[config.mk]
export PLATFORM = sky130hd
export DESIGN_NAME = ppl_stage_reg
export DESIGN_NICKNAME = d
export VERILOG_FILES = /design/src/rtl/ppl_stage_reg_pkg.sv /design/src/rtl/ppl_stage_reg_skid.sv /design/src/rtl/ppl_stage_reg.sv
export SDC_FILE = /design/constraint.sdc
export NUM_CORES = 1
export LEC_CHECK = 0
export CELL_PAD_IN_SITES_DETAIL_PLACEMENT = 1
export CELL_PAD_IN_SITES_GLOBAL_PLACEMENT = 1
export CORE_ASPECT_RATIO = 1.75
export CORE_MARGIN = 3
export CORE_UTILIZATION = 38
export CTS_BUF_LIST = sky130_fd_sc_hd__clkbuf_16
export CTS_CLUSTER_SIZE = 12
export DETAILED_ROUTE_END_ITERATION = 7
export GPL_ROUTABILITY_DRIVEN = 0
export GPL_TIMING_DRIVEN = 0
export PLACE_DENSITY_LB_ADDON = 0.1
export SYNTH_ARGS = -nofsm -noshare
export SYNTH_HDL_FRONTEND = slang
export SYNTH_SLANG_ARGS = --single-unit
[constraint.sdc]
create_clock -name clk -period 3.64 [get_ports clk]
set_input_delay 0.728 -clock clk [delete_from_list [all_inputs] [get_ports clk]]
set_output_delay 0.728 -clock clk [all_outputs]
set_load 0.03 [all_outputs]
[src/rtl/ppl_stage_reg_pkg.sv]
// Shared hold codes, bubble control word and buffer state encoding for the
// pipeline stage registers.
package ppl_stage_reg_pkg;

    localparam int HOLD_W = 3;

    localparam logic [HOLD_W-1:0] HOLD_NONE = 3'd0;
    localparam logic [HOLD_W-1:0] HOLD_PC   = 3'd1;
    localparam logic [HOLD_W-1:0] HOLD_IF   = 3'd2;
    localparam logic [HOLD_W-1:0] HOLD_ID   = 3'd3;
    localparam logic [HOLD_W-1:0] HOLD_EX   = 3'd4;
    localparam logic [HOLD_W-1:0] HOLD_MEM  = 3'd5;
    localparam logic [HOLD_W-1:0] HOLD_PPL  = 3'd7;

    // All-zero control word: RegWe=0, mem_ctrl=0, i.e. a harmless bubble.
    localparam logic [11:0] PPL_BUBBLE_CTRL = 12'h000;

    typedef enum logic [1:0] {
        ST_EMPTY = 2'd0,
        ST_BUSY  = 2'd1,
        ST_FULL  = 2'd2
    } ppl_state_e;

    function automatic logic [1:0] state_occupancy(input ppl_state_e s);
        case (s)
            ST_BUSY: return 2'd1;
            ST_FULL: return 2'd2;
            default: return 2'd0;
        endcase
    endfunction

endpackage

[src/rtl/ppl_stage_reg_skid.sv]
// Two-entry main/skid buffer. The main entry drives the outputs; the skid
// entry catches the one item that was in flight when the consumer stalled.
module ppl_skid_buf
    import ppl_stage_reg_pkg::*;
#(
    parameter int W     = 63,
    parameter int CLR_W = 12
) (
    input  logic             clk,
    input  logic             rst_n,
    input  logic             flush_i,
    input  logic             push_i,
    input  logic             pop_i,
    input  logic [W-1:0]     din_i,
    output logic [W-1:0]     dout_o,
    output ppl_state_e       state_o
);

    ppl_state_e   state_q, state_d;
    logic [W-1:0] main_q, main_d;
    logic [W-1:0] skid_q, skid_d;

    always_comb begin
        state_d = state_q;
        main_d  = main_q;
        skid_d  = skid_q;
        if (flush_i) begin
            // Only the low CLR_W bits (the control word) are cleared; payload keeps its value.
            state_d              = ST_EMPTY;
            main_d[CLR_W-1:0]    = '0;
        end else begin
            case (state_q)
                ST_EMPTY: begin
                    if (push_i) begin
                        main_d  = din_i;
                        state_d = ST_BUSY;
                    end
                end
                ST_BUSY: begin
                    if (push_i && pop_i) begin
                        main_d = din_i;
                    end else if (push_i) begin
                        skid_d  = din_i;
                        state_d = ST_FULL;
                    end else if (pop_i) begin
                        state_d = ST_EMPTY;
                    end
                end
                ST_FULL: begin
                    if (pop_i) begin
                        main_d  = skid_q;
                        state_d = ST_BUSY;
                    end
                end
                default: state_d = ST_EMPTY;
            endcase
        end
    end

    always_ff @(posedge clk or negedge rst_n) begin
        if (!rst_n) begin
            state_q <= ST_EMPTY;
            main_q  <= '0;
            skid_q  <= '0;
        end else begin
            state_q <= state_d;
            main_q  <= main_d;
            skid_q  <= skid_d;
        end
    end

    assign dout_o  = main_q;
    assign state_o = state_q;

endmodule

[src/rtl/ppl_stage_reg.sv]
// Pipeline stage register with valid/ready handshake, skid buffer, hold
// freeze, synchronous flush and a saturating bubble counter.
module ppl_stage_reg
    import ppl_stage_reg_pkg::*;
#(
    parameter int                DW         = 51,
    parameter int                CW         = 12,
    parameter logic [HOLD_W-1:0] HOLD_STAGE = HOLD_EX,
    parameter int                CNTW       = 16
) (
    input  logic              clk,
    input  logic              rst_n,
    input  logic [HOLD_W-1:0] hold_flag,
    input  logic              flush,
    input  logic              in_valid,
    output logic              in_ready,
    input  logic [DW-1:0]     in_data,
    input  logic [CW-1:0]     in_ctrl,
    output logic              out_valid,
    input  logic              out_ready,
    output logic [DW-1:0]     out_data,
    output logic [CW-1:0]     out_ctrl,
    output logic [1:0]        occupancy,
    output logic [CNTW-1:0]   bubble_cnt
);

    // Handshake: a transfer happens on a rising clk when valid and ready are
    // both 1 in the preceding cycle; hold masks both sides, flush masks both.
    logic            hold;
    logic            main_valid;
    logic            in_fire;
    logic            out_fire;
    ppl_state_e      state;
    logic [DW+CW-1:0] main_word;
    logic [CNTW-1:0] bub_q, bub_d;

    assign hold       = (hold_flag == HOLD_PPL) || (hold_flag == HOLD_STAGE);
    assign main_valid = (state != ST_EMPTY);

    assign in_ready  = !flush && !hold && (state != ST_FULL);
    assign out_valid = main_valid && !hold;
    assign in_fire   = in_valid && in_ready;
    assign out_fire  = out_valid && out_ready && !flush;

    ppl_skid_buf #(
        .W     (DW + CW),
        .CLR_W (CW)
    ) u_skid (
        .clk     (clk),
        .rst_n   (rst_n),
        .flush_i (flush),
        .push_i  (in_fire),
        .pop_i   (out_fire),
        .din_i   ({in_data, in_ctrl}),
        .dout_o  (main_word),
        .state_o (state)
    );

    assign out_data  = main_word[DW+CW-1:CW];
    assign out_ctrl  = main_valid ? main_word[CW-1:0] : '0;
    assign occupancy = state_occupancy(state);

    always_comb begin
        bub_d = bub_q;
        if (!hold && !out_valid && (bub_q != '1)) begin
            bub_d = bub_q + 1'b1;
        end
    end

    always_ff @(posedge clk or negedge rst_n) begin
        if (!rst_n) begin
            bub_q <= '0;
        end else begin
            bub_q <= bub_d;
        end
    end

    assign bubble_cnt = bub_q;

endmodule

==> results summary, run 1 <==
The flow ran to the end, and the final reports show no timing, DRC or antenna violations. The Yosys warning count is 0. The capturing element of the worst setup path is out_ctrl[9]. Setup repair after global routing left no endpoint under its margin. Sorting the synthesized cells by how often they occur yields dfrtp_1 (144), mux2_2 (119), mux2_4 (60). The number of detailed-routing iterations run before antenna repair is 4. The signed area change from the synthesized netlist to the final layout is 32.7%.

The area taken by flip-flops and latches is 3600 µm². The global route total overflow is 0. For this run, the leading register cell type out of synthesis is dfrtp_1. The number of inserted diodes came out at 0. The number of filler cells placed in the layout came out at 1,948.

Clock tree synthesis found a total of 144 sinks. The maximum fanout count along the critical path is 10. The number of post-CTS setup repair buffers is 0.

The TritonCTS clock tree is yes. At the later pin of the worst-skew pair, clock insertion delay measures 0.42 ns. The sequential fraction of design power came out at 34.2%.

The placed cell area came out at 9250 µm². The maximum number of buffers from clock root to sink is 2. The worst setup path is launched from a flip-flop. The capturing element type of the critical path is a primary output.

The clock period minus worst slack came out at 3.35 ns. 154 I/O pins were placed. The die width is 111 µm.

The post-route netlist has 39.2% of its cells at a drive strength greater than 1. For the worst setup path, the data arrival time is 2.62 ns. The die height came out at 190 µm. Counting flops with an async set or reset pin after synthesis yields a share of 100%. Per report_power, the combinational group accounts for 45.3% of the total.

Counting tap cells, the placed design contains a total of 935 instances. The total net switching power is 2.79 mW. Once the floorplan was initialized, standard cells occupied 39.2% of the core.

The tightest min-delay check is of the primary input to async pin type. The initial antenna violation count came out at 0. The synthesis-stage register bit count came out at 144.

Synthesis handed over a netlist of 543 instances. The number of enable flip-flop cells after synthesis came out at 0. The launch point of the worst reg-to-reg path is u_skid.state_o[0]$_DFFE_PN0P_.

The number of hold-repair buffers added at the cts stage came out at 0. The post-synthesis instance area is 7390 µm². The number of nets with antenna violations after routing is 0.

The number of remaining DRC errors came out at 0. The count of port buffers added during placement came out at 153. The total power is 8.00 mW. The slew at the pin closest to its max-slew limit came out at 0.867 ns. The internal power consumption is 5.21 mW. The tree is rooted in a clkbuf_16.

The die area is 21,200 µm². The max-slew headroom at the worst pin came out at 41.8%. Static timing analysis puts the maximum clock frequency at 299 MHz. The post-route worst setup slack is 0.293 ns. The detail-routed via count per cell came out at 4.88. When the netlist entered floorplanning its net count stood at 620. The ratio of final minimum period to clock period came out at 91.9%. Across the run, the number of max-cap violations was 0.

Counting distinct cell types in the post-synthesis netlist gives 43. Measured in cells, the most critical reg-to-reg path has a length of 7. The sequential cell area fraction in the yosys report is 48.8%. Tracing the worst setup path back leads to its startpoint at u_skid.state_o[0]$_DFFE_PN0P_. The share of total power in the clock network came out at 20.5%.

Clock skew on the completed layout was measured at 0.00970 ns. The final-report hold violation count is 0. Counting the buffers created by CTS gives 17. The power density normalized to cell area came out at 816 nW/µm².

The pin count of the biggest net entering global routing came out at 75. After clock tree synthesis, the clock-pin slew on the worst setup and hold paths is 0.07 ns. In this run, the number of DRC markers left after iteration 0 of detailed routing was 205. The count of placed standard cells in the final layout, fillers left out is 967. The number of gates given a new drive strength after cts came out at 2. The maximum VDD drop came out at 0.000400 V. The H-tree depth is 4. Data on the critical path is required at its endpoint by 2.91 ns. In the final routed layout, each cell accounts on average for 18.5 µm. The total half-perimeter wirelength after legalization and detailed placement is 12,900 µm.

The overall via count from detail_route is 4,719. Setup violations remaining at the end of the flow were counted as 0. After detailed routing, the total wire length is 17,900 µm. The fraction of synthesized cell area taken by the top area cell type is 48.8%.

Once layout is done, the placed cells without fillers occupy 9800 µm². The number of nets in the final layout came out at 793. The number of global-route vias before repair came out at 5,504. dfrtp_1 is the most common cell in the netlist. The leakage power came out at 4.18 nW. In this run switching power makes up 34.9% of total power.

The final-layout worst hold slack came out at 0.311 ns. Yosys attributes the largest share of cell area to dfrtp_1 (49%), mux2_2 (18%), mux2_4 (12%). In the global route stage, overall resource usage came out at 17.5%. Prior to clock tree synthesis, the placed netlist has a worst setup slack of -0.0941 ns. The count of pins over their slew limit is 0. The first global-routing pass estimated 29,500 µm of wire. The type of the worst setup path is flip-flop to primary output. The multi-input combinational cells in the finished layout cover a total of 3220 µm². The standard-cell row count is 66.

The core region area came out at 18,800 µm². The mean instance size in the synthesized netlist is 13.6 µm². The worst register-to-register path has a setup slack of 0.67 ns.

The largest total area in the synthesized netlist belongs to dfrtp_1. The endpoint of the worst register-to-register path is u_skid.dout_o[50]$_DFFE_PN0P_.
layer usage:
metal	vias up	GRT usage [%]	wire (µm)
met5	-	0	0
met4	0	5.39	264
met3	21	4.64	717
li1	2190	-	-
met2	102	32.1	9780
met1	2406	19.6	7150
area by class of cell:
| class | instances | area share, % |
|---|---|---|
| Multi-Input combinational cell | 314 | 32.8 |
| Clock buffer | 17 | 4.34 |
| Timing Repair Buffer | 154 | 15.9 |
| Clock inverter | 15 | 1.26 |
| Buffer | 78 | 5.54 |
| Tap cell | 238 | 3.04 |
| Sequential cell | 144 | 36.8 |
| Inverter | 7 | 0.268 |
sequential cells by signal, indices dropped and copies added (netlist names):
| register | cells |
|---|---|
| bubble_cnt | 16 |
| u_skid.state_o | 2 |
| u_skid.skid_q | 63 |
| u_skid.dout_o | 63 |
layout by cell type, fill, tap and decap left out, types with 3 or more instances in the layout:
cell type	instances
a211oi_1	6
buf_2	7
buf_4	51
buf_6	7
clkbuf_1	9
clkbuf_16	17
clkbuf_2	4
clkdlybuf4s50_1	151
clkinvlp_4	6
dfrtp_1	144
ha_1	6
inv_1	7
inv_6	6
mux2_2	119
mux2_4	60
mux2i_1	15
nand2_1	6
nand3_1	5
nand4_1	5
nor2_1	16
nor2b_1	25
o211ai_1	3
o21ai_0	3
xnor2_1	6
xor2_1	9
worst min path at each step:
| stage | from | endpoint | slack, ns | depth (start not counted) |
|---|---|---|---|---|
| after floorplan | rst_n | bubble_cnt[0]$_DFFE_PN0P_ | 0.43 | 0 |
| after global placement | bubble_cnt[7]$_DFFE_PN0P_ | bubble_cnt[7]$_DFFE_PN0P_ | 0.48 | 1 |
| after detailed placement | bubble_cnt[7]$_DFFE_PN0P_ | bubble_cnt[7]$_DFFE_PN0P_ | 0.49 | 1 |
| after CTS | rst_n | u_skid.skid_q[6]$_DFFE_PN0P_ | 0.35 | 1 |
| after global routing | rst_n | u_skid.skid_q[4]$_DFFE_PN0P_ | 0.38 | 1 |
| final | rst_n | u_skid.skid_q[7]$_DFFE_PN0P_ | 0.31 | 1 |
power by group through the flow:
stage | clock (mW) | sequential [mW] | combinational (mW)
finish | 1.64 | 2.73 | 3.62
global route | 1.78 | 2.84 | 3.85
CTS | 1.70 | 2.75 | 3.69
detailed placement | 0 | 2.76 | 3.66
global placement | 0 | 2.71 | 3.57
floorplan | 0 | 2.72 | 2.43
worst max-delay path, cell delays in order (launching register included):
cell and delay [ns]:
dfrtp_1 0.43, inv_1 0.13, ha_1 0.24, clkbuf_1 0.36, clkbuf_2 0.33, nor2b_1 0.10
clkdlybuf4s50_1 0.60
metrics by stage:
stage	util [%]	setup TNS (ns)
floorplan	-	0
global placement	48.9	-573.52
detailed placement	49.1	-0.0941
CTS	52.0	0
global route	52.1	0
finish	52.1	0
cell families (layout without fill, tap and decap cells):
| family | count (synthesis) | count (layout) | synth area share (%) |
|---|---|---|---|
| AOI/OAI and AO/OA | 20 | 20 | 1.98 |
| xor gates and xnor gates | 16 | 16 | 2.00 |
| adders and majority gates | 6 | 6 | 1.02 |
| buffers and inverters | 85 | 271 | 7.64 |
| DFF | 144 | 144 | 48.8 |
| muxes | 194 | 194 | 32.4 |
| and+or+nand+nor | 78 | 78 | 6.22 |
(Power assumes the default switching activity.)
==> run 2: changes to the inputs <==
--- a/config.mk
+++ b/config.mk
@@ -10,7 +10,6 @@
 export CORE_ASPECT_RATIO = 1.75
 export CORE_MARGIN = 3
 export CORE_UTILIZATION = 38
-export CTS_BUF_LIST = sky130_fd_sc_hd__clkbuf_16
 export CTS_CLUSTER_SIZE = 12
 export DETAILED_ROUTE_END_ITERATION = 7
 export GPL_ROUTABILITY_DRIVEN = 0
==> run 2 against run 1 <==
Net effect:
- fmax is essentially flat
- sequential share of layout area is essentially flat
- critical endpoint unchanged
- critical path type unchanged
- flip-flop and latch count is the same
- clock skew is essentially flat
- combinational power is essentially flat
- wire length grew 0.23%
- first-iteration DRC count shrank 6.3%
- critical path depth is the same
- non-clock buffer count is the same
- global-route usage is essentially flat
- hold slack gained 0.0010 ns
==> results summary, run 2 (same netlist as run 1, synthesis figures left out) <==
The number of inserted diodes came out at 0. The setup slack of the most critical reg-to-reg path came out at 0.65 ns. The number of nets in the final layout is 793. Once the floorplan was initialized, standard cells occupied 39.2% of the core. The initial antenna violation count was 0.

The die is 111 µm wide. After detailed routing, the average wire length per cell comes to 18.6 µm. The area taken by flip-flops and latches came out at 3600 µm². The min-delay analysis places its worst path in the category primary input to async pin. The maximum fanout count along the critical path came out at 10. The clock period minus worst slack is 3.35 ns. The final wirelength is 18,000 µm. The final-layout worst hold slack is 0.312 ns. The total area of multi-input combinational cells came out at 3220 µm².

The fraction of final layout cells with drive strength greater than 1 is 39.4%. Setup repair after global routing left no endpoint under its margin. Once detail routing completed, the nets flagged for antenna violations numbered 0. The number of design-rule violations left by the first detailed-router iteration is 192. Leaving out fill and tap cells, the most frequent cell in the layout is clkdlybuf4s50_1. The all-layer global routing usage came out at 17.5%. The routed layout has 4,736 vias. The startpoint identified for the worst register-to-register timing path is u_skid.state_o[0]$_DFFE_PN0P_.

The path depth of the worst reg2reg path is 7. The cell count after placement is 935. In this run the static leakage power is 4.18 nW. STA classifies the critical path startpoint as a flip-flop. The H-tree depth is 4. The number of detailed-routing iterations run before antenna repair came out at 4. The count of pins over their slew limit is 0. The layout has 1,945 filler cells.

The number of endpoints failing setup at the final stage came out at 0. The detail-routed via count per cell came out at 4.90. Entering global routing, the biggest net connects 75 pins.

For the worst-skew pair, the clock arrives at the later sink with an insertion delay of 0.42 ns. The endpoint of the worst register-to-register path is u_skid.dout_o[50]$_DFFE_PN0P_. The global route total overflow came out at 0. STA puts the critical path data arrival time at 2.62 ns. The final worst clock skew is 0.00997 ns.

The clock-pin slew on the worst setup and hold paths is 0.07 ns. The required time at the endpoint of the critical path is 2.91 ns. Across the VDD grid, the largest voltage drop is 0.000400 V.

In the layout the commonest cells are clkdlybuf4s50_1 (151), dfrtp_1 (144), mux2_2 (119). The tree is rooted in a clkbuf_16. The total half-perimeter wirelength after legalization and detailed placement came out at 12,900 µm. The number of remaining DRC errors came out at 0. The tool flagged a number of max-cap violations equal to 0.

Of the available clock period, the critical path in the final layout requires 91.9%. The max-slew headroom at the worst pin is 41.9%. The clock net sink count came out at 144. The die area is 21,200 µm². The boundary pin count is 154. The count of port buffers added during placement came out at 153. The global-route wire length before repair came out at 29,400 µm. The number of hold-repair buffers added at the cts stage is 0. The signed area change from the synthesized netlist to the final layout is 32.8%. The standard-cell row count came out at 66.

The core region area is 18,800 µm². The die height came out at 190 µm. The power density normalized to cell area came out at 818 nW/µm². The achievable frequency is 299 MHz. TritonCTS built the clock tree. The count of placed standard cells in the final layout, fillers left out came out at 967. The type of the worst setup path is flip-flop to primary output. The slew at the pin closest to its max-slew limit came out at 0.865 ns. The final-report hold violation count is 0. The maximum number of buffers from clock root to sink is 2. The number of clock buffers inserted by TritonCTS came out at 17. The worst setup path is captured at a primary output. The run finished with clean final reports. The number of global-route vias before repair is 5,508.
[run 2: layer usage]
layer | GRT usage [%] | vias up | part of all wire (%)
met5 | 0 | - | 0
met4 | 5.39 | 0 | 1.4
met3 | 4.64 | 20 | 4.2
met2 | 32.1 | 107 | 55
met1 | 19.6 | 2418 | 40
li1 | - | 2191 | -
[run 2: worst max-delay path: stages (launching register included)]
cell and delay (ns):
dfrtp_1 0.43, inv_1 0.13, ha_1 0.24, clkbuf_1 0.36, clkbuf_2 0.33, nor2b_1 0.10
clkdlybuf4s50_1 0.60
[run 2: layout make-up]
class / instances / share of cell area, %
clock inverters: 14 / 1.22
clock buffers: 18 / 4.48
inverters: 7 / 0.268
multi-input cells: 314 / 32.8
plain buffers: 78 / 5.53
repair buffers: 154 / 15.9
flip-flops and latches: 144 / 36.7
well taps: 238 / 3.03
[run 2: worst max-delay path by stage]
stage	startpoint	endpoint	slack (ns)	cells past startpoint
6_report	u_skid.state_o[0]$_DFFE_PN0P_	out_ctrl[9]	0.29	6
5_1_grt	u_skid.state_o[0]$_DFFE_PN0P_	out_ctrl[2]	0.07	6
4_1_cts	u_skid.state_o[0]$_DFFE_PN0P_	out_ctrl[9]	0.05	6
3_5_place_dp	flush	in_ready	-0.09	5
3_3_place_gp	rst_n	u_skid.dout_o[27]$_DFFE_PN0P_	-4.00	1
2_1_floorplan	u_skid.state_o[0]$_DFFE_PN0P_	in_ready	0.89	5
[run 2: report_power, final]
group | internal (mW) | switching, mW | total, mW | leakage, nW
registers | 2.31 | 0.423 | 2.74 | 1.78
clock network | 0.911 | 0.757 | 1.67 | 0.257
logic | 2.00 | 1.62 | 3.62 | 2.15
[run 2: per-stage QoR]
| stage | setup WS, ns | power (mW) | TNS (ns) | cell area [µm²] | utilization [%] |
|---|---|---|---|---|---|
| 2_1_floorplan | 0.892 | 5.15 | 0 | 7390 | - |
| 3_3_place_gp | -4.00 | 6.28 | -573.52 | 9220 | 48.9 |
| 3_5_place_dp | -0.0941 | 6.42 | -0.0941 | 9250 | 49.1 |
| 4_1_cts | 0.0478 | 8.15 | 0 | 9810 | 52.1 |
| 5_1_grt | 0.0739 | 8.49 | 0 | 9810 | 52.1 |
| 6_report | 0.294 | 8.03 | 0 | 9810 | 52.1 |
[run 2: what timing repair did]
action | 4_1_cts | 5_1_grt
setup buffers | 0 | 0
gates resized for setup | 2 | 5
endpoints found under the setup margin | 1 | 11
==> run 3: changes to the inputs <==
--- a/config.mk
+++ b/config.mk
@@ -18,3 +18,4 @@
 export SYNTH_ARGS = -nofsm -noshare
 export SYNTH_HDL_FRONTEND = slang
 export SYNTH_SLANG_ARGS = --single-unit
+export TNS_END_PERCENT = 100
==> results of run 3 <==
Same layout as run 2: the final DEF is identical, and so are final timing and power.
